--- src/rtl/ex_muldiv_if.sv ---
// ex_muldiv_if: request/result bundle between the EX stage and the multiply/divide unit.
interface ex_muldiv_if #(parameter int WIDTH = 32);
  logic             Start;
  logic [1:0]       Op;
  logic [WIDTH-1:0] A;
  logic [WIDTH-1:0] B;
  logic             Busy;
  logic             Stall;
  logic             Done;
  logic [WIDTH-1:0] HI;
  logic [WIDTH-1:0] LO;
  modport master (output Start, Op, A, B, input Busy, Stall, Done, HI, LO);
  modport slave  (input Start, Op, A, B, output Busy, Stall, Done, HI, LO);
endinterface

--- src/rtl/ex_muldiv_unit.sv ---
// ex_muldiv_unit: iterative MIPS MULT/MULTU/DIV/DIVU producing {HI,LO}; shift-add multiply, restoring divide.
// Defining MULDIV_FAST_MUL_EN switches multiplies to a single-cycle full-width product.
module ex_muldiv_unit #(parameter int WIDTH = 32) (
  input logic       clk,
  input logic       CLR,
  ex_muldiv_if.slave bus
);
  localparam int CW = $clog2(WIDTH);
  typedef enum logic [1:0] {IDLE, CALC, DONE} state_t;
  state_t             state_q, state_d;
  logic [CW-1:0]      cnt_q, cnt_d;
  logic [1:0]         op_q, op_d;
  logic               sa_q, sa_d, sb_q, sb_d;
  logic [WIDTH-1:0]   a_q, a_d, b_q, b_d, rem_q, rem_d, hi_q, hi_d, lo_q, lo_d;
  logic [2*WIDTH-1:0] acc_q, acc_d;
  logic               is_div, sgn, div_ok, neg_res, neg_a, last;
  logic [WIDTH:0]     mul_sum, div_sh, div_diff;
  logic [2*WIDTH-1:0] mul_nxt, prod, prod_f;
  logic [WIDTH-1:0]   rem_nxt, quo_nxt, quo_f, rem_f, a_orig;
  assign is_div   = op_q[1];
  assign sgn      = ~op_q[0];
  assign neg_res  = sgn & (sa_q ^ sb_q);
  assign neg_a    = sgn & sa_q;
  // Multiply: low half of acc holds the unconsumed multiplier bits, high half the partial product.
  assign mul_sum  = {1'b0, acc_q[2*WIDTH-1:WIDTH]} + {1'b0, acc_q[0] ? a_q : {WIDTH{1'b0}}};
  assign mul_nxt  = {mul_sum, acc_q[WIDTH-1:1]};
  // Divide: low half of acc shifts the dividend out and the quotient in.
  assign div_sh   = {rem_q, acc_q[WIDTH-1]};
  assign div_diff = div_sh - {1'b0, b_q};
  assign div_ok   = ~div_diff[WIDTH];
  assign rem_nxt  = div_ok ? div_diff[WIDTH-1:0] : div_sh[WIDTH-1:0];
  assign quo_nxt  = {acc_q[WIDTH-2:0], div_ok};
  assign quo_f    = neg_res ? -quo_nxt : quo_nxt;
  assign rem_f    = neg_a ? -rem_nxt : rem_nxt;
  assign a_orig   = neg_a ? -a_q : a_q;
`ifdef MULDIV_FAST_MUL_EN
  assign prod     = {{WIDTH{1'b0}}, a_q} * {{WIDTH{1'b0}}, b_q};
  assign last     = ~is_div | (cnt_q == CW'(WIDTH-1));
`else
  assign prod     = mul_nxt;
  assign last     = cnt_q == CW'(WIDTH-1);
`endif
  assign prod_f   = neg_res ? -prod : prod;
  always_comb begin
    state_d = state_q;
    cnt_d   = cnt_q;
    op_d    = op_q;
    sa_d    = sa_q;
    sb_d    = sb_q;
    a_d     = a_q;
    b_d     = b_q;
    acc_d   = acc_q;
    rem_d   = rem_q;
    hi_d    = hi_q;
    lo_d    = lo_q;
    if (state_q == IDLE && bus.Start) begin
      state_d = CALC;
      op_d    = bus.Op;
      sa_d    = ~bus.Op[0] & bus.A[WIDTH-1];
      sb_d    = ~bus.Op[0] & bus.B[WIDTH-1];
      a_d     = sa_d ? -bus.A : bus.A;
      b_d     = sb_d ? -bus.B : bus.B;
      acc_d   = {{WIDTH{1'b0}}, bus.Op[1] ? a_d : b_d};
      rem_d   = '0;
      cnt_d   = '0;
    end else if (state_q == CALC) begin
      cnt_d   = last ? '0 : cnt_q + 1'b1;
      acc_d   = is_div ? {{WIDTH{1'b0}}, quo_nxt} : mul_nxt;
      rem_d   = is_div ? rem_nxt : rem_q;
      state_d = last ? DONE : CALC;
      hi_d    = !last ? hi_q : is_div ? (b_q == '0 ? a_orig : rem_f) : prod_f[2*WIDTH-1:WIDTH];
      lo_d    = !last ? lo_q : is_div ? (b_q == '0 ? {WIDTH{1'b1}} : quo_f) : prod_f[WIDTH-1:0];
    end else if (state_q == DONE) begin
      state_d = IDLE;
    end
  end
  always_ff @(posedge clk) begin
    if (CLR) begin
      state_q <= IDLE;
      cnt_q   <= '0;
      op_q    <= '0;
      sa_q    <= 1'b0;
      sb_q    <= 1'b0;
      a_q     <= '0;
      b_q     <= '0;
      acc_q   <= '0;
      rem_q   <= '0;
      hi_q    <= '0;
      lo_q    <= '0;
    end else begin
      state_q <= state_d;
      cnt_q   <= cnt_d;
      op_q    <= op_d;
      sa_q    <= sa_d;
      sb_q    <= sb_d;
      a_q     <= a_d;
      b_q     <= b_d;
      acc_q   <= acc_d;
      rem_q   <= rem_d;
      hi_q    <= hi_d;
      lo_q    <= lo_d;
    end
  end
  assign bus.Busy  = state_q != IDLE;
  assign bus.Stall = (bus.Start & (state_q == IDLE)) | (state_q == CALC);
  assign bus.Done  = state_q == DONE;
  assign bus.HI    = hi_q;
  assign bus.LO    = lo_q;
endmodule

--- src/flat_wrapper.sv ---
// flat-port wrapper written by rule: the top's interface ports become plain ports
module ex_muldiv_unit_flat 
#(parameter int WIDTH = 32)
  (clk, CLR, bus_Start, bus_Op, bus_A, bus_B, bus_Busy, bus_Stall, bus_Done, bus_HI, bus_LO);
  ex_muldiv_if #(.WIDTH(WIDTH)) bus_i ();
  input logic clk;
  input logic CLR;
  input wire logic [$bits(bus_i.Start)-1:0] bus_Start;
  input wire logic [$bits(bus_i.Op)-1:0] bus_Op;
  input wire logic [$bits(bus_i.A)-1:0] bus_A;
  input wire logic [$bits(bus_i.B)-1:0] bus_B;
  output wire logic [$bits(bus_i.Busy)-1:0] bus_Busy;
  output wire logic [$bits(bus_i.Stall)-1:0] bus_Stall;
  output wire logic [$bits(bus_i.Done)-1:0] bus_Done;
  output wire logic [$bits(bus_i.HI)-1:0] bus_HI;
  output wire logic [$bits(bus_i.LO)-1:0] bus_LO;
  assign bus_i.Start = bus_Start;
  assign bus_i.Op = bus_Op;
  assign bus_i.A = bus_A;
  assign bus_i.B = bus_B;
  assign bus_Busy = bus_i.Busy;
  assign bus_Stall = bus_i.Stall;
  assign bus_Done = bus_i.Done;
  assign bus_HI = bus_i.HI;
  assign bus_LO = bus_i.LO;
  ex_muldiv_unit #(.WIDTH(WIDTH)) u_core (.clk(clk), .CLR(CLR), .bus(bus_i));
endmodule
--- config.mk ---
export PLATFORM = sky130hd
export DESIGN_NAME = ex_muldiv_unit_flat
export DESIGN_NICKNAME = d
export VERILOG_FILES = /design/src/rtl/ex_muldiv_if.sv /design/src/rtl/ex_muldiv_unit.sv /design/src/flat_wrapper.sv
export SDC_FILE = /design/constraint.sdc
export NUM_CORES = 1
export LEC_CHECK = 0
export ABC_CLOCK_PERIOD_IN_PS = 12400
export CAP_MARGIN = 20
export CORE_MARGIN = 2
export CORE_UTILIZATION = 60
export CTS_CLUSTER_SIZE = 16
export DETAILED_ROUTE_END_ITERATION = 12
export PLACE_DENSITY_LB_ADDON = 0.1
export REMOVE_ABC_BUFFERS = 1
export SYNTH_ARGS = -nofsm -noshare
export SYNTH_HDL_FRONTEND = slang
export SYNTH_SLANG_ARGS = --single-unit
--- constraint.sdc ---
create_clock -name clk -period 12.4 [get_ports clk]
set_input_delay 3.1 -clock clk [delete_from_list [all_inputs] [get_ports clk]]
set_output_delay 3.1 -clock clk [all_outputs]
set_load 0.01 [all_outputs]
# ---- After elaboration in Yosys (flattened, before gate mapping)
# Cells that the tools add are included.
# Widths: inputs -> output; s select.
dict set report word_totals {
  out_inout_bits 67
  ff_bits 235
  in_bits 69
  elab_cells 67
}
dict set report classes {
  n_eq_ne 3
  n_reduce_logical 10
  n_mux 21
  addsub 9
  bitwise 11
}
# op count
set op_table {}
lappend op_table {{$mux 32} 14}
lappend op_table {{$neg 32->32} 5}
lappend op_table {{$mux 64} 2}
lappend op_table {{$neg 64->64} 1}
lappend op_table {{$add 32x32->33} 1}
lappend op_table {{$sub 33x32->33} 1}
lappend op_table {{$logic_not 32->1} 1}
lappend op_table {{$mux 2} 3}
lappend op_table {{$reduce_bool 2->1} 3}
lappend op_table {{$add 5x1->5 const B} 1}
lappend op_table {{$and 1x1->1} 5}
lappend op_table {{$eq 5x5->1 const B} 1}
lappend op_table {{$mux 5} 1}
lappend op_table {{$not 1->1} 4}
lappend op_table {{$reduce_and 3->1} 1}
lappend op_table {{$reduce_bool 3->1} 1}
lappend op_table {{$eq 2x1->1 const B} 1}
lappend op_table {{$eq 2x2->1 const B} 1}
lappend op_table {{$logic_not 2->1} 1}
lappend op_table {{$reduce_and 2->1} 1}
lappend op_table {{$reduce_or 2->1} 1}
lappend op_table {{$logic_and 1x1->1} 1}
lappend op_table {{$mux 1} 1}
lappend op_table {{$or 1x1->1} 1}
lappend op_table {{$xor 1x1->1} 1}

# ---- Depth between registers and ports, before layout
dict set report depth {
  word_depth 6
  ltp_mapped 27
  depth_no_buf 23
}

# ---- Worst setup path before layout
# Ideal clock, no wire load.
dict set report synth_timing {
  kind {input port to output port}
  start {input port bus_Start}
  end {output port bus_Stall}
  path_slack_ns 5.720
  path_stages 3
  n_path_buf 1
  t_required_ns 9.300
  arrival_ns 3.580
  cell_sequence {nand2_1 -> clkbuf_1 -> nand2_1}
}
dict set report synth_between {
  elab_chain_cells 2
}
# element line_no
set synth_lines {}
lappend synth_lines {{start: declaration} flat_wrapper.sv:8} ;# input wire logic [$bits(bus_i.Start)-1:0] bus_Start;
lappend synth_lines {{$and 1x1->1} ex_muldiv_unit.sv:105} ;# assign bus.Stall = (bus.Start & (state_q == IDLE)) | (state_q == CALC);
lappend synth_lines {{$or 1x1->1} ex_muldiv_unit.sv:105}
lappend synth_lines {{end: declaration} flat_wrapper.sv:13} ;# output wire logic [$bits(bus_i.Stall)-1:0] bus_Stall;
# Every way passes these cells.

# ---- Final worst setup path
# Same ends and word-level chain as after synthesis.

==> summary by stage <==
Outcome
The run finished with clean final reports.

Worst setup path
The maximum fanout along the worst path is 21. The worst path arrival time is 4550 ps. The critical path is of the in -> out type. The worst setup path is captured at a primary output. Grouping stages by cell kind, the critical path spends the most delay in buffers and inverters.

The standard cell with the maximum stage delay on the critical path is sky130_fd_sc_hd__clkdlybuf4s50_1. The peak per-stage delay on the critical path is 550 ps. Data on the critical path is required at its endpoint by 9300 ps.

Traced cell by cell, the critical path runs through clkdlybuf4s50_1 -> nand2_1 -> buf_4 -> nand2_1 -> clkdlybuf4s50_1. STA classifies the critical path startpoint as a primary input. The sum of buffers and inverters on the critical path is 3.

Layout
The most common library cell in the layout ignoring fill and taps is sky130_fd_sc_hd__nor2_1. At the end of the flow, the number of nets in the layout was 2,799. The area of all placed cells without fillers is 21,800 um2. The top cell types in the final layout, fill and taps aside, are 327 x sky130_fd_sc_hd__nor2_1, 274 x sky130_fd_sc_hd__nand2_1, 234 x sky130_fd_sc_hd__dfxtp_1, 232 x sky130_fd_sc_hd__a21oi_1, 143 x sky130_fd_sc_hd__xnor2_1.

The number of antenna diodes in the final layout is 0. The area growth from synthesis to layout is 11.6%. The share of layout cells above drive strength 1 is 5.58%.

Timing
The final hold violation count is 0. For the pin with the worst max-slew slack, the measured transition is 1070 ps. Setup repair after global routing left no endpoint under its margin. The final max-slew violation count was 0. In this run the tightest slew margin relative to its limit is 28.8%. In the finished design, the share of the clock period the worst path needs comes to 61.7%. For the final routed database, the setup TNS stands at 0 ps.

Derived from the worst setup path, the maximum achievable clock frequency is 131 MHz. Setup violations remaining at the end of the flow were counted as 0. The post-route clock skew is 18.5 ps. The worst path in the final design needs a cycle of 7650 ps, including I/O delays and setup.

CTS
The number of buffers inserted during clock tree synthesis is 27. The sink count of the clock tree is 235. For this design, the CTS-stage hold fixing added 0 buffers. CTS built an H-tree with a depth of 1. After clock tree synthesis, the repair step resized 0 gates. The post-CTS clock slew at the launch and capture registers of the worst setup and hold paths is 60 ps.

In this run the deepest clock path goes through 3 buffers. The number of setup buffers added after CTS is 0. At the later pin of the worst-skew pair, clock insertion delay measures 570 ps. TritonCTS built the clock tree. The root cell of the clock tree is sky130_fd_sc_hd__clkbuf_16.

Flow run
The number of maximum-capacitance constraint violations is 0.

Routing
The first routing iteration left 2,097 violations. The routed layout has 20.3k vias. The count of unresolved DRC violations after routing is 0.

The first-pass iteration count of the detailed router is 8. The final routed wirelength across all metal layers is 66,200 um. After detailed routing, the number of vias per cell comes to 6.53. The remaining antenna violation count after routing is 0. In the final routed layout, each cell accounts on average for 21.3 um.

Floorplanning
The area of the placeable core is 32,300 um2. The height of the die is 184 um. The count of boundary I/O pins is 136. The initial utilization of the core area, before any placement, comes to 60.5%. The die area is 34,000 um2. The x dimension of the die is 184 um. The standard-cell row count is 66.

GRT
The number of global-route vias before repair is 18.8k. The largest net degree at the start of global routing is 110. The initial antenna violation count is 0. Global routing finished with a remaining overflow of 0. Across every metal layer, demand over resource in global routing totals 38.1%. The global-route wire length before repair is 103,000 um.

Power
Summed over all nets, the switching power comes to 936 uW. The switching part of the total is 37.1%. Combinational logic burns 31.3% of the power. The internal cell power is 1.59 mW. The share of total power in the clock network is 33.8%. The static leakage is 8.03 nW. The power per cell area is 116 nW/um2. Per report_power, the sequential group accounts for 34.9% of the total. Across the VDD grid, the largest voltage drop is 0.0933 mV.

Synth
Among all flip-flop cells after synthesis, the most frequent one is sky130_fd_sc_hd__dfxtp_1. The post-synth design cell area is 19,500 um2. In this run, distinct cell masters in the synthesized netlist total 100. The number of enable-type register cells in the synthesized netlist is 0. The number of synthesis warnings is 0. The mean post-synth cell area is 7.33 um2. After synthesis the netlist holds a flip-flop and latch count of 235.

Summing the sequential cell areas from Yosys gives 24.1% of the chip area. Of all flip-flops after synthesis, the portion carrying an async set or reset was 0%. The number of instances in the synthesized netlist is 2,664.

Place
The HPWL after detailed placement is 49,800 um. The count of port buffers added during placement is 135. The placer congestion estimate is 0.955. Once placement finished, the instance area stood at 20,800 um2.

Worst hold path
The path class of the tightest hold or removal check is reg -> reg.
-- path summary, 6_finish.rpt --
check	depth (start not counted)	end	slack, ps	startpoint
max	5	bus_Stall	4750	bus_Start
min reg2reg	2	u_core.bus.LO[7]	450	u_core.bus.LO[7]
min	2	u_core.bus.LO[7]	450	u_core.bus.LO[7]
max reg2reg	22	u_core.bus.HI[16]	6250	u_core.acc_q[31]
-- worst reg2reg max path: cells and delay by family, from the launching register on --
family / cells / cell delay [ps]
and+or+nand+nor: 5 / 1060
adders and majority gates: 3 / 810
AOI/OAI and AO/OA: 8 / 1920
DFF: 1 / 740
muxes: 1 / 460
buffers and inverters: 4 / 740
xor gates and xnor gates: 1 / 270
-- per-layer routing --
layer	GRT usage [%]	part of all wire, %	vias up
li1	-	-	9588
met1	49.8	41	9510
met3	5.93	8.9	210
met5	0	0	-
met4	18.9	5.2	0
met2	61.2	45	1023
-- synthesized netlist by cell type, types with 12 or more instances --
master / instances / area [um2]
sky130_fd_sc_hd__nor2_1: 328 / 1230
sky130_fd_sc_hd__nand2_1: 275 / 1030
sky130_fd_sc_hd__dfxtp_1: 235 / 4700
sky130_fd_sc_hd__a21oi_1: 232 / 1160
sky130_fd_sc_hd__clkbuf_1: 167 / 627
sky130_fd_sc_hd__xnor2_1: 143 / 1250
sky130_fd_sc_hd__a211oi_1: 135 / 1010
sky130_fd_sc_hd__o21ai_0: 117 / 586
sky130_fd_sc_hd__xor2_1: 106 / 928
sky130_fd_sc_hd__ha_1: 76 / 951
sky130_fd_sc_hd__inv_1: 75 / 282
sky130_fd_sc_hd__nor3_1: 72 / 360
sky130_fd_sc_hd__mux2i_1: 58 / 581
sky130_fd_sc_hd__and2_1: 47 / 294
sky130_fd_sc_hd__nand3_1: 39 / 195
sky130_fd_sc_hd__a31oi_1: 33 / 206
sky130_fd_sc_hd__nor4_1: 33 / 206
sky130_fd_sc_hd__o221ai_1: 33 / 289
sky130_fd_sc_hd__a22oi_1: 32 / 240
sky130_fd_sc_hd__o211ai_1: 29 / 218
sky130_fd_sc_hd__and3_1: 28 / 175
sky130_fd_sc_hd__o31ai_1: 26 / 195
sky130_fd_sc_hd__or3_1: 24 / 150
sky130_fd_sc_hd__nand4_1: 21 / 131
sky130_fd_sc_hd__a21o_1: 19 / 143
sky130_fd_sc_hd__nor2b_1: 16 / 100
sky130_fd_sc_hd__buf_2: 15 / 75.1
sky130_fd_sc_hd__o21ba_2: 15 / 150
sky130_fd_sc_hd__buf_1: 13 / 48.8
sky130_fd_sc_hd__and4_1: 12 / 105
sky130_fd_sc_hd__nand2b_1: 12 / 75.1
-- logic make-up (layout without fill, tap and decap cells) --
kind of cell	count (synthesis)	after routing	synth area share (%)
flops	235	235	24.1
mux	62	62	3.20
fa+ha+maj	78	78	5.07
compound gates	791	791	27.1
simple gates	974	974	23.9
buf+inv	275	283	5.46
xor+xnor	249	249	11.2
-- cell type report --
cell class	instances	area, um2
sequential	235	4710
inverter	78	293
tap	442	553
timing repair buffer	156	1530
multi-input combinational	2154	13800
fill	2844	10500
clock buffer	36	779
clock inverter	13	149
-- power by group through the flow --
stage	Combinational (mW)	Clock, mW	Sequential (mW)
detailed placement	0.766	0	0.890
CTS	0.773	0.854	0.874
floorplan	0.551	0	0.861
global route	0.858	0.886	0.883
finish	0.791	0.854	0.880
global placement	0.753	0	0.888
-- registers in the layout, indices dropped and copies added (netlist names) --
name / flops
u_core.bus.LO: 32
u_core.sa_q: 1
u_core.cnt_q: 5
u_core.bus.HI: 32
u_core.sb_q: 1
u_core.op_q: 2
u_core.rem_q: 32
u_core.state_q: 2
u_core.a_q: 32
u_core.b_q: 32
u_core.acc_q: 64
-- metrics by stage --
stage	hold slack, ps	cells	total power [mW]	utilization [%]	setup WS (ps)
final	453	3114	2.52	67.5	4750
after global routing	474	3114	2.63	67.5	4710
after CTS	455	3113	2.50	67.4	4750
after detailed placement	445	3064	1.66	64.6	4770
after global placement	441	3064	1.64	64.6	4760
after floorplan	442	2467	1.41	-	5680
Note: power is estimated with default switching activity, not from simulation.
